--- src/rtl/load_store_ctrl.sv ---
// load_store_ctrl: MEM-stage load/store sequencer for a single-beat bus.
// Accepts one access from IDLE, holds it on the bus in BUS until ack or
// timeout, then reports the outcome for exactly one cycle in DONE.
module load_store_ctrl #(
  parameter int unsigned TIMEOUT = 16
) (
  input  logic        clk,
  input  logic        rst_n,
  input  logic        mem_valid,
  input  logic        mem_we,
  input  logic [2:0]  funct3,
  input  logic [31:0] addr,
  input  logic [31:0] wdata,
  output logic        stall,
  output logic [31:0] rdata,
  output logic        ld_valid,
  output logic        access_err,
  output logic        timeout_err,
  output logic        bus_req,
  output logic        bus_we,
  output logic [31:0] bus_addr,
  output logic [3:0]  bus_be,
  output logic [31:0] bus_wdata,
  input  logic        bus_ack,
  input  logic [31:0] bus_rdata
);

  typedef enum logic [1:0] {S_IDLE, S_BUS, S_DONE} state_t;
  // Outcome reported while in DONE; NONE covers completed stores.
  typedef enum logic [1:0] {EV_NONE, EV_LD, EV_AERR, EV_TERR} ev_t;

  state_t      state_q, state_d;
  ev_t         ev_q, ev_d;
  logic [7:0]  cnt_q, cnt_d;
  logic [31:0] rdata_q, rdata_d;
  logic        we_q;
  logic [2:0]  f3_q;
  logic [31:0] addr_q;
  logic [3:0]  be_q, be_d;
  logic [31:0] wd_q, wd_d;
  logic        legal, accept;
  logic [7:0]  ld_byte;
  logic [15:0] ld_half;
  logic [31:0] ld_ext;

  // Legality of the access presented in IDLE (alignment and funct3 decode).
  always_comb begin
    legal = 1'b0;
    case (funct3)
      3'b000:  legal = 1'b1;
      3'b001:  legal = ~addr[0];
      3'b010:  legal = (addr[1:0] == 2'b00);
      3'b100:  legal = ~mem_we;
      3'b101:  legal = ~mem_we & ~addr[0];
      default: legal = 1'b0;
    endcase
  end

  // Byte enables and lane-replicated store data; loads drive no enables.
  always_comb begin
    be_d = 4'b0000;
    wd_d = wdata;
    if (mem_we) begin
      case (funct3[1:0])
        2'b00: begin
          be_d = 4'b0001 << addr[1:0];
          wd_d = {4{wdata[7:0]}};
        end
        2'b01: begin
          be_d = addr[1] ? 4'b1100 : 4'b0011;
          wd_d = {2{wdata[15:0]}};
        end
        default: begin
          be_d = 4'b1111;
          wd_d = wdata;
        end
      endcase
    end
  end

  // Lane select and sign/zero extension of the returned word.
  always_comb begin
    case (addr_q[1:0])
      2'd0:    ld_byte = bus_rdata[7:0];
      2'd1:    ld_byte = bus_rdata[15:8];
      2'd2:    ld_byte = bus_rdata[23:16];
      default: ld_byte = bus_rdata[31:24];
    endcase
    ld_half = addr_q[1] ? bus_rdata[31:16] : bus_rdata[15:0];
    case (f3_q)
      3'b000:  ld_ext = {{24{ld_byte[7]}}, ld_byte};
      3'b001:  ld_ext = {{16{ld_half[15]}}, ld_half};
      3'b100:  ld_ext = {24'd0, ld_byte};
      3'b101:  ld_ext = {16'd0, ld_half};
      default: ld_ext = bus_rdata;
    endcase
  end

  // Next-state, wait counter, outcome and result register update.
  always_comb begin
    state_d = state_q;
    cnt_d   = cnt_q;
    ev_d    = EV_NONE;
    rdata_d = rdata_q;
    accept  = 1'b0;
    case (state_q)
      S_IDLE: begin
        if (mem_valid) begin
          if (legal) begin
            state_d = S_BUS;
            cnt_d   = 8'd0;
            accept  = 1'b1;
          end else begin
            state_d = S_DONE;
            ev_d    = EV_AERR;
            rdata_d = 32'd0;
          end
        end
      end
      S_BUS: begin
        // Ack on the last permitted cycle takes priority over the abort.
        if (bus_ack) begin
          state_d = S_DONE;
          if (!we_q) begin
            ev_d    = EV_LD;
            rdata_d = ld_ext;
          end
        end else if (cnt_q == 8'(TIMEOUT - 1)) begin
          state_d = S_DONE;
          ev_d    = EV_TERR;
          rdata_d = 32'd0;
        end else begin
          cnt_d = cnt_q + 8'd1;
        end
      end
      default: state_d = S_IDLE;
    endcase
  end

  // State, counter, result and latched access registers.
  always_ff @(posedge clk or negedge rst_n) begin
    if (!rst_n) begin
      state_q <= S_IDLE;
      ev_q    <= EV_NONE;
      cnt_q   <= 8'd0;
      rdata_q <= 32'd0;
      we_q    <= 1'b0;
      f3_q    <= 3'd0;
      addr_q  <= 32'd0;
      be_q    <= 4'd0;
      wd_q    <= 32'd0;
    end else begin
      state_q <= state_d;
      ev_q    <= ev_d;
      cnt_q   <= cnt_d;
      rdata_q <= rdata_d;
      if (accept) begin
        we_q   <= mem_we;
        f3_q   <= funct3;
        addr_q <= addr;
        be_q   <= be_d;
        wd_q   <= wd_d;
      end
    end
  end

  assign stall       = ((state_q == S_IDLE) & mem_valid) | (state_q == S_BUS);
  assign bus_req     = (state_q == S_BUS);
  assign bus_we      = bus_req & we_q;
  assign bus_addr    = {addr_q[31:2], 2'b00};
  assign bus_be      = be_q;
  assign bus_wdata   = wd_q;
  assign rdata       = rdata_q;
  assign ld_valid    = (ev_q == EV_LD);
  assign access_err  = (ev_q == EV_AERR);
  assign timeout_err = (ev_q == EV_TERR);

endmodule

--- config.mk ---
export PLATFORM = sky130hd
export DESIGN_NAME = load_store_ctrl
export DESIGN_NICKNAME = d
export VERILOG_FILES = /design/src/rtl/load_store_ctrl.sv
export SDC_FILE = /design/constraint.sdc
export NUM_CORES = 1
export LEC_CHECK = 0
export CORE_MARGIN = 2
export CORE_UTILIZATION = 45
export CTS_CLUSTER_DIAMETER = 100
export DETAILED_ROUTE_END_ITERATION = 10
export GPL_TIMING_DRIVEN = 1
export MAX_ROUTING_LAYER = met4
export PLACE_DENSITY = 0.8
export SYNTH_ARGS = -nofsm -noshare
export SYNTH_HDL_FRONTEND = slang
export SYNTH_SLANG_ARGS = --single-unit
--- constraint.sdc ---
create_clock -name clk -period 2.2 [get_ports clk]
set_input_delay 0.55 -clock clk [delete_from_list [all_inputs] [get_ports clk]]
set_output_delay 0.55 -clock clk [all_outputs]
set_load 0.05 [all_outputs]
* Word level (Yosys, flattened, before mapping)
Cells that the tools add are included.
Widths: inputs -> output; s select.
** Storage, ports and cells
- Bits in registers :: 116
- Input bits :: 104
** Cells by class
- Add/subtract/negate cells :: 1
- Eq/ne operators :: 22
- Shift-type cells :: 1
- Muxes and demuxes :: 34
- Bitwise gates (word level) :: 6
- Reduce and logical (&&, ||, !) cells :: 10
** Operators by type and width (count)
- $mux 32 :: 6
- $pmux 32 s2 :: 2
- $pmux 32 s4 :: 1
- $mux 8 :: 4
- $pmux 8 s3 :: 1
- $mux 16 :: 1
- $mux 2 :: 8
- $pmux 8 s2 :: 1
- $eq 3x3->1 const B :: 4
- $ne 2x2->1 const B :: 5
- $reduce_and 5->1 :: 2
- $add 8x1->8 const B :: 1
- $eq 2x1->1 const B :: 4
- $eq 8x4->1 const B :: 1
- $logic_not 2->1 :: 4
- $mux 4 :: 2
- $pmux 2 s2 :: 2
- $pmux 4 s2 :: 1
- $eq 2x2->1 const B :: 3
- $eq 3x1->1 const B :: 2
- $logic_not 3->1 :: 2
- $pmux 1 s5 :: 1
- $mux 1 :: 4
- $shl 1x2->4 const A :: 1
- 8 further kinds :: 11

* Logic depth before layout (Yosys ltp)
- Word-level depth :: 6
- Gate-level depth with buffers :: 7
- Gate-level depth less buffers :: 5

* Worst setup path before layout
Ideal clock, no wire load.
- Kind :: reg-to-output
- Start point :: register state_q[1]
- End point :: output port bus_we
- Arrival :: 1503 ps
- Path slack :: 147 ps
- Cell stages (with the launch flop) :: 4
- Path buffers :: 0
- Cells stage by stage :: dfrtp_1 > nand2b_1 > inv_1 > and2_1
** Between the ends
- Cells in the longest elaborated chain, start to end :: 2
** RTL lines
- start, declared :: RTL line 32 : state_t state_q, state_d;
- start signal, assigned :: RTL line 153 : state_q <= state_d;
- $eq 2x1->1 :: RTL line 168 : assign bus_req = (state_q == S_BUS);
- named net bus_req :: RTL line 19 : output logic bus_req,
- $and 1x1->1 :: RTL line 169 : assign bus_we = bus_req & we_q;
- end, declared :: RTL line 20 : output logic bus_we,
The timed path passes the listed nets, and every way through them passes these cells.

* Worst setup path in the final report
- Start point :: register rdata_q[17], in the netlist rdata[17]
- End point :: output port rdata[17]
** RTL lines
- start, declared :: RTL line 35 : logic [31:0] rdata_q, rdata_d;
- start signal, assigned :: RTL line 156 : rdata_q <= rdata_d;
- end, declared :: RTL line 15 : output logic [31:0] rdata,
No word-level cell between the ends.

==> flow_metrics.tcl <==
set metrics [dict create \
    synthCells 523 \
    ys_top_cells_by_count "116 x dfrtp_1, 49 x nand2_1, 43 x mux2_2, 43 x o21ai_0, 37 x a21oi_1" \
    rsz0062_at_grt "false" \
    internal_power_mw 7.75 \
    hold_viol 0 \
    slowest_delay_ns 0.81 \
    cts_root_buffer "clkbuf_16" \
    layout_setup_ws_ns 0.0382 \
    reg2reg_from "cnt_q[0]" \
    route.detailed.drc 0 \
    core_area_mm2 0.0126 \
    ys.flop_type "dfrtp_1" \
    dieArea_mm2 0.0137 \
    synth_top_cell_area_share_pct 50.5 \
    power_density_mw_per_mm2 1670 \
    final.fill_count 915 \
    numPortBuffers 207 \
    pre_cts_ws_ns -0.355 \
    num_rows 41 \
    r2r_slack_ns 0.16 \
    place_hpwl_um 11700 \
    yosysSeqAreaShare_pct 50.5 \
    yosysTopAreaCell "dfrtp_1" \
    worst_pin_slew_ns 1.08 \
    worst-path-buf-inv 1 \
    grt_max_degree 59 \
    start_util_pct 45.7 \
    finalNetCount 822 \
    first_global_vias 4993 \
    overflow 0 \
    yosysMostFrequentCell "dfrtp_1" \
    fin_cells 901 \
    clk_latency_ns 0.42 \
    postCtsHoldBufs 0 \
    dr.first_iter.drc_count 239 \
    ant_nets 0 \
    crit_family "buffers and inverters" \
    cp.required_ns 1.65 \
    leakage_nw 3.76 \
    h-tree-depth 4 \
    drive_gt1_share_pct 17.0 \
    synth_edf_count 0 \
    ys_async_sr_fraction_pct 100 \
    cts_tree "yes" \
    pwr-share-clk_pct 19.5 \
    status "finished, final reports clean" \
    synth_cell_types 52 \
    cp_data_arrival_time_ns 1.61 \
    grt_first_pass_wirelength_um 25100 \
    wl_per_cell_um 17.4 \
    maxSlewViolCount 0 \
    die_h_um 117 \
    cp_slowest_cell "clkdlybuf4s50_1" \
    vias_per_cell 5.31 \
    ctsLongestPathBuffers 2 \
    critPathKind "reg -> out" \
    ys_ff_latch 116 \
    syn2layout_area_growth_pct 48.9 \
    layout_min_cycle_time_ns 2.16 \
    slew_headroom_pct 27.9 \
    path_cells "clkdlybuf4s50_1" \
    antenna_found_initial 0 \
    switching_share_pct 45.9 \
    setup_violations 0 \
    clk_pin_slew_ns 0.06 \
    r2r-end "cnt_q[3]" \
    fin_skew_ns 0.00888 \
    synth_warnings 0 \
    hold_path_class "in -> async" \
    p_total_mw 14.3 \
    cp-start-kind "register" \
    net-switching-power_mw 6.58 \
    pin_count 210 \
    grt.total_usage_pct 24.8 \
    synthTopCellsByArea "dfrtp_1 50%, mux2_2 8.4%, mux2i_1 5.9%" \
    first_pass_iters 5 \
    vias 4783 \
    clock.fmax_mhz 463 \
    cp_max_fo 2 \
    end_kind "output port" \
    pwr-share-comb_pct 54.1 \
    dpl.cell_count 869 \
    die_x_um 117 \
    syn_avg_cell_area_um2 11.0 \
    max-vdd-ir-drop_mv 1.05 \
    reg2reg_depth 5 \
    post-route-period-util_pct 98.3 \
    maxCapViolCount 0 \
    whs_ns 0.0988 \
    cts_inserted_buffers 17 \
    drt-total-wl_um 15700 \
    syn-cell-area_mm2 0.00575 \
    gp_congestion 0.925 \
    power_frac_seq_pct 26.4 \
    clock-sinks 116 \
    n_antenna_cell 0 \
]
==> through the flow <==
step | instance area, um2 | setup TNS (ns) | util [%]
finish | 8560 | 0 | 68.1
detailed placement | 7940 | -12.81 | 63.2
CTS | 8540 | 0 | 67.9
global placement | 7940 | -10.70 | 63.2
global route | 8560 | 0 | 68.1
floorplan | 5750 | 0 | -
==> power groups by stage <==
stage / logic, mW / registers, mW / clock network, mW
6_report: 7.75 / 3.78 / 2.80
5_1_grt: 8.12 / 3.91 / 2.93
4_1_cts: 7.76 / 3.78 / 2.84
3_5_place_dp: 7.73 / 3.80 / 0
3_3_place_gp: 7.57 / 3.75 / 0
2_1_floorplan: 3.58 / 5.59 / 0
==> metal layers <==
layer  up-vias  track usage [%]  wire (um)
li1       2238                -          -
met1      2295             28.9       5970
met2       205             40.9       8210
met3        45             5.77        963
met4         0             11.3        552
met5         -                -          0
==> flip-flops by register name (all words and copies together) (netlist names) <==
name       cells
addr_q        32
f3_q           3
bus_be         4
ev_q           2
we_q           1
rdata         32
bus_wdata     32
state_q        2
cnt_q          8
==> kinds of logic (layout without fill, tap and decap cells) <==
kind of cell	count (synthesis)	count (layout)	synth area share, %
AO/OA/AOI/OAI	138	138	16.2
adder cells (fa/ha/maj)	1	1	0.218
buffers and inverters	71	276	7.81
flip-flops	116	116	50.5
multiplexers	78	78	14.7
other	1	2	0.0652
AND/OR/NAND/NOR	118	118	10.5
==> worst max path at each step <==
| stage | startpoint | to | cells past startpoint |
|---|---|---|---|
| final | rdata[17] | rdata[17] | 1 |
| after global routing | addr_q[14] | bus_addr[14] | 1 |
| after CTS | rdata[15] | rdata[15] | 1 |
| after detailed placement | funct3[2] | cnt_q[3] | 6 |
| after global placement | funct3[2] | cnt_q[1] | 6 |
| after floorplan | state_q[1] | bus_we | 3 |
==> timing repair <==
action / CTS / global route
pin swaps: 0 / 0
buffers inserted: 0 / 1
setup endpoints to repair: 4 / 11
resized for setup: 4 / 6
==> cell usage in the layout (no fill, tap or decap), drive strengths merged, types with 2 or more instances in the layout <==
master,n
dlymetal6s2s,5
a21oi,37
and3,9
nor4,3
mux2,43
a2bb2oi,2
nor3b,3
nor2b,9
o2bb2ai,25
clkdlybuf4s50,194
nand3,5
and2,3
dlygate4sd2,3
dfrtp,116
nor2,19
conb,2
clkinvlp,2
a21boi,3
nand2,49
clkinv,5
nand2b,8
bufinv,3
mux2i,34
a31oi,2
clkbuf,21
or3,7
a221o,6
o21ai,44
buf,35
a211oi,5
o31ai,3
a211o,2
inv,8
==> final cells by class <==
cell class | instances | area, um2 | area share (%)
Clock inverter | 10 | 130 | 1.52
Multi-Input combinational cell | 337 | 2410 | 28.1
Timing Repair Buffer | 237 | 2410 | 28.1
Sequential cell | 116 | 2900 | 33.9
Inverter | 8 | 30.0 | 0.351
Tap cell | 172 | 215 | 2.51
Clock buffer | 21 | 470 | 5.49
Note: power is estimated with default switching activity, not from simulation.
==> variant 1, RTL diff (same flow settings) <==
Make the reset (`rst_n`) synchronous in one clocked block.
--- a/src/rtl/load_store_ctrl.sv
+++ b/src/rtl/load_store_ctrl.sv
@@ -139,5 +139,5 @@
 
   // State, counter, result and latched access registers.
-  always_ff @(posedge clk or negedge rst_n) begin
+  always_ff @(posedge clk) begin
     if (!rst_n) begin
       state_q <= S_IDLE;
Behaviour: differs if rst_n is asserted again (counterexample within 4 cycles, from zero or initial values and one cycle with rst_n low); with rst_n held inactive, the same outputs for 4 cycles.
==> variant 1 against the original RTL <==
  * Non-clock buffer count is 10 higher
  * Setup slack improved by 14 ps
  * Sequential cell count did not move
  * Sequential share of layout area shrank 6.7 points
  * Cell area fell by 0.28%
  * Routed wire length up 4.5%
  * Synthesized area about the same
  * Critical endpoint is now bus_wdata[12]
  * Highest routed layer unchanged
Power is not compared: it rests on default switching activity, and its combinational part moved more than twofold at a synthesized area within 25%.
==> variant 1: results (changes against the original RTL) <==
- Pin count of the biggest net entering global routing: 110 (+86%)
- Total iterations of the first detailed-routing run: 4 (-1)
- R2r endpoint: rdata[16]
- Worst slack at placement: -229 ps (+126 ps)
- Area Growth Syn to Fin: 48.5%
- Post-Place Cell Area: 7950 µm² (about the same)
- Drt wl/cell: 15.7 µm (-9.9%)
- DP Cell Count: 1014 (+17%)
- Slack of the worst reg-to-reg path: 310 ps (+150 ps)
- Tot GR Track Use: 0.246 (-0.00235)
- Final Hold Slack: 457 ps (+358 ps)
- Post-Route WL: 16400 µm (+4.5%)
- R2R Path Start: f3_q[1]
- Top cells by area in the synthesized netlist: dfxtp_1 40%, nand2_1 11%, mux2i_1 8.9%
- Clk_skew: 5.74 ps (-3.14 ps)
- First-pass GRT wire length: 25300 µm (+1.1%)
- Outcome: finished, final reports clean
- Top post-synthesis cells by count: 165 x nand2_1, 116 x dfxtp_1, 63 x a21boi_0
- Class of the worst hold path: flip-flop to flip-flop
- DRT iter0 DRCs: 274 (+15%)
- Slowest stage delay, CP: 830 ps (+20 ps)
- Fillers: 972 (+6.2%)
- Via-to-Cell Ratio: 5.18 (-2.5%)
- Reg2Reg Depth: 4 (-1)
- Synth cell types: 51 (-1.9%)
- Vias in the first global route: 5349 (+7.1%)
- Post-synthesis area per instance: 8.49 µm² (-23%)
- Post-DP HPWL: 12000 µm (+2.0%)
- Post-synth ARST share: 0 (-1.00)
- Placer Congestion: 0.906 (-2.1%)
[variant 1: layout make-up]
class,instances,area share
multi-input cells,466,0.343
repair buffers,247,0.287
flip-flops and latches,116,0.272
clock buffers,28,0.0629
well taps,172,0.0252
inverters,13,0.00572
clock inverters,3,0.00469
[variant 1: worst max path at each step]
stage / startpoint / to / slack (ps) / cells past startpoint
after floorplan: state_q[0] / bus_we / 160 / 3
after global placement: funct3[2] / bus_wdata[8] / -190 / 6
after detailed placement: funct3[0] / bus_wdata[15] / -230 / 6
after CTS: bus_wdata[12] / bus_wdata[12] / 30 / 1
after global routing: funct3[0] / bus_wdata[31] / 0.3 / 6
final: bus_wdata[12] / bus_wdata[12] / 50 / 1
[variant 1: logic make-up (layout without fill, tap and decap cells)]
logic type               Yosys count  in the layout  share of synthesized area
buffers and inverters             96            291                     0.0912
flip-flops                       116            116                      0.404
XOR/XNOR                           6              6                    0.00914
other                              1              2                   0.000652
multiplexers                      51             51                     0.0888
AO/OA/AOI/OAI                    164            164                      0.217
adder cells (fa/ha/maj)            1              1                    0.00218
AND/OR/NAND/NOR                  242            242                      0.187
[variant 1: where the power goes]
group	switching, mW	leakage, nW	total [mW]	internal [mW]
Clock	0.905	0.286	2.66	1.75
Sequential	0.0545	0.941	2.23	2.18
Combinational	0.609	2.06	1.10	0.488
Total	1.57	3.29	5.99	4.42
[variant 1: timing repair]
item / CTS / global route
endpoints found under the setup margin: 1 / 2
pin swaps: 0 / 0
resized for setup: 1 / 3
[variant 1: metal layers]
metal	global-route usage	part of all wire
met3	0.0772	0.075
met5	-	0
met2	0.413	0.48
met4	0.100	0.026
met1	0.271	0.42
[variant 1: worst min-delay path: stages, from the launching register on]
cell,delay (ps)
dfxtp_1,310
nand2_1,50
a21boi_1,50
==> variant 2, RTL diff (same flow settings) <==
Made on the original files. `TIMEOUT`: 16 -> 8.
--- a/src/rtl/load_store_ctrl.sv
+++ b/src/rtl/load_store_ctrl.sv
@@ -3,5 +3,5 @@
 // timeout, then reports the outcome for exactly one cycle in DONE.
 module load_store_ctrl #(
-  parameter int unsigned TIMEOUT = 16
+  parameter int unsigned TIMEOUT = 8
 ) (
   input  logic        clk,
Formal check against the unedited RTL: same outputs for any inputs over 4 cycles, from zero or initial values and one cycle with rst_n low; that may be too few to reach the edited logic, so the function may still have changed.
==> variant 2 against the original RTL <==
  * Cell area is 0.95% higher
  * Largest power group unchanged
  * Highest routed layer unchanged
  * Synthesized area fell by 1.3%
  * Power down 1.3%
  * Critical endpoint is now rdata[15]
  * Via count up 0.25%
  * Register-to-register slack worse by 70 ps
  * First-iteration DRC count increased by 6.3%
  * Sequential cell count unchanged
  * Largest cell class unchanged
  * Routed wire length rose by 2.0%
  * Sequential power is 2% lower
  * Setup slack worse by 14 ps
  * Critical path depth stayed put
  * Clock skew about the same
  * Non-clock buffer count grew 19
==> variant 2: results (changes against the original RTL) <==
- Outcome: finished, final reports clean
- Class of the worst hold path: input port to async pin
- R2R Path Start: cnt_q[4]
- Fillers: 929 (+1.5%)
- Crit path DAT: 1630 ps (+20 ps)
- R2r endpoint: rdata[13]
- TritonCTS buffer count: 17 (unchanged)
- Top post-synthesis cells by count: 116 x dfrtp_1, 55 x nand2_1, 43 x mux2_2, 43 x o21ai_0, 37 x a21oi_1
- Vias in the first global route: 4803 (-3.8%)
- Peak supply drop: 1.08 mV (+2.8%)
- Post-DP HPWL: 11600 µm (-0.84%)
- DP Cell Count: 889 (+2.3%)
- Reg2Reg Depth: 5 (unchanged)
- Top cells by area in the synthesized netlist: dfrtp_1 51%, mux2_2 8.5%, mux2i_1 6.0%
- ANT cells: 0 (unchanged)
- Post-synthesis compound-gate area fraction: 0.161 (-0.000874)
- Clk_skew: 8.93 ps (+0.0467 ps)
- Post-Route WL: 16000 µm (+2.0%)
- Placer Congestion: 0.914 (-1.2%)
- Pin count of the biggest net entering global routing: 91 (+54%)
- Pleak: 3.79 nW (+0.86%)
- Sequential area share after synthesis: 0.512 (+0.00691)
- Slack of the worst reg-to-reg path: 90 ps (-70 ps)
- Post-synth ARST share: 1.00 (unchanged)
- Synth cell types: 50 (-3.8%)
- Tightest Pin Transition: 1050 ps (-29.7 ps)
- Max clock buf depth: 2 (unchanged)
- Slowest stage delay, CP: 860 ps (+50 ps)
- Total iterations of the first detailed-routing run: 5 (unchanged)
- Nets@finish: 844 (+2.7%)
- Post-Place Cell Area: 8010 µm² (+0.90%)
- Multiplexer share of the synthesized area: 0.149 (+0.00202)
- First-pass GRT wire length: 24800 µm (-0.99%)
- Synth Area in Adders: 0.00221 (+0.0000298)
- Non-filler instance count after layout: 923 (+2.4%)
- Tot GR Track Use: 0.248 (about the same)
- Top delay family on crit path: buffers and inverters
- Post-synthesis area per instance: 10.8 µm² (-1.9%)
- Via-to-Cell Ratio: 5.20 (-2.1%)
- I/O Buffers: 207 (unchanged)
- Worst slack at placement: -468 ps (-113 ps)
- Ratio of cells with drive above 1 in the final layout: 0.185 (+0.0150)
- Switch Pwr: 6.49 mW (-1.3%)
- Crit Path Max Fanout: 2 (unchanged)
- DRT iter0 DRCs: 254 (+6.3%)
variant 2: worst max path at each step:
stage,start,endpoint,slack [ps],cells after the start
floorplan,state_q[1],bus_we,70,3
detailed placement,funct3[0],cnt_q[7],-470,6
global route,rdata[31],rdata[31],4,1
CTS,rdata[15],rdata[15],7,1
global placement,funct3[0],cnt_q[6],-350,6
finish,rdata[15],rdata[15],20,1
variant 2: per-layer routing:
layer  track usage  routed length (µm)  vias to the layer above  part of all wire
met1         0.306                6730                     2344              0.42
met2         0.387                7980                      146              0.50
met5             -                   0                        -                 0
met4        0.0921                 375                        0             0.023
met3        0.0763                 927                       29             0.058
li1              -                   -                     2276                 -
variant 2: power by group through the flow:
stage / logic (mW) / clock network (mW) / registers, mW
finish: 7.75 / 2.69 / 3.71
global route: 8.14 / 2.83 / 3.84
CTS: 7.75 / 2.73 / 3.71
detailed placement: 7.72 / 0 / 3.72
global placement: 7.61 / 0 / 3.66
floorplan: 3.51 / 0 / 5.48
variant 2: final cells by class:
cell class | count | area (µm²) | share of cell area
Tap cell | 172 | 215 | 0.0249
Clock buffer | 22 | 474 | 0.0549
Sequential cell | 116 | 2900 | 0.336
Clock inverter | 9 | 104 | 0.0120
Timing Repair Buffer | 256 | 2520 | 0.292
Multi-Input combinational cell | 340 | 2400 | 0.277
Inverter | 8 | 30.0 | 0.00347
variant 2: through the flow:
step                      power (mW)   util  hold slack, ps
after floorplan                 8.99      -             254
after global placement          11.3  0.643             462
after detailed placement        11.4  0.643             473
after CTS                       14.2  0.689             148
after global routing            14.8  0.693             162
final                           14.1  0.693             136
variant 2: what timing repair did:
item / CTS / global route
resized for setup: 4 / 8
pin swaps: 0 / 1
endpoints found under the setup margin: 3 / 38
setup buffers: 0 / 2
cloned: 0 / 1
variant 2: cell families (layout without fill, tap and decap cells):
group                    Yosys count  after routing
multiplexers                      78             78
other                              1              2
buffers and inverters             71            295
AO/OA/AOI/OAI                    138            138
adder cells (fa/ha/maj)            1              1
flip-flops                       116            116
AND/OR/NAND/NOR                  121            121
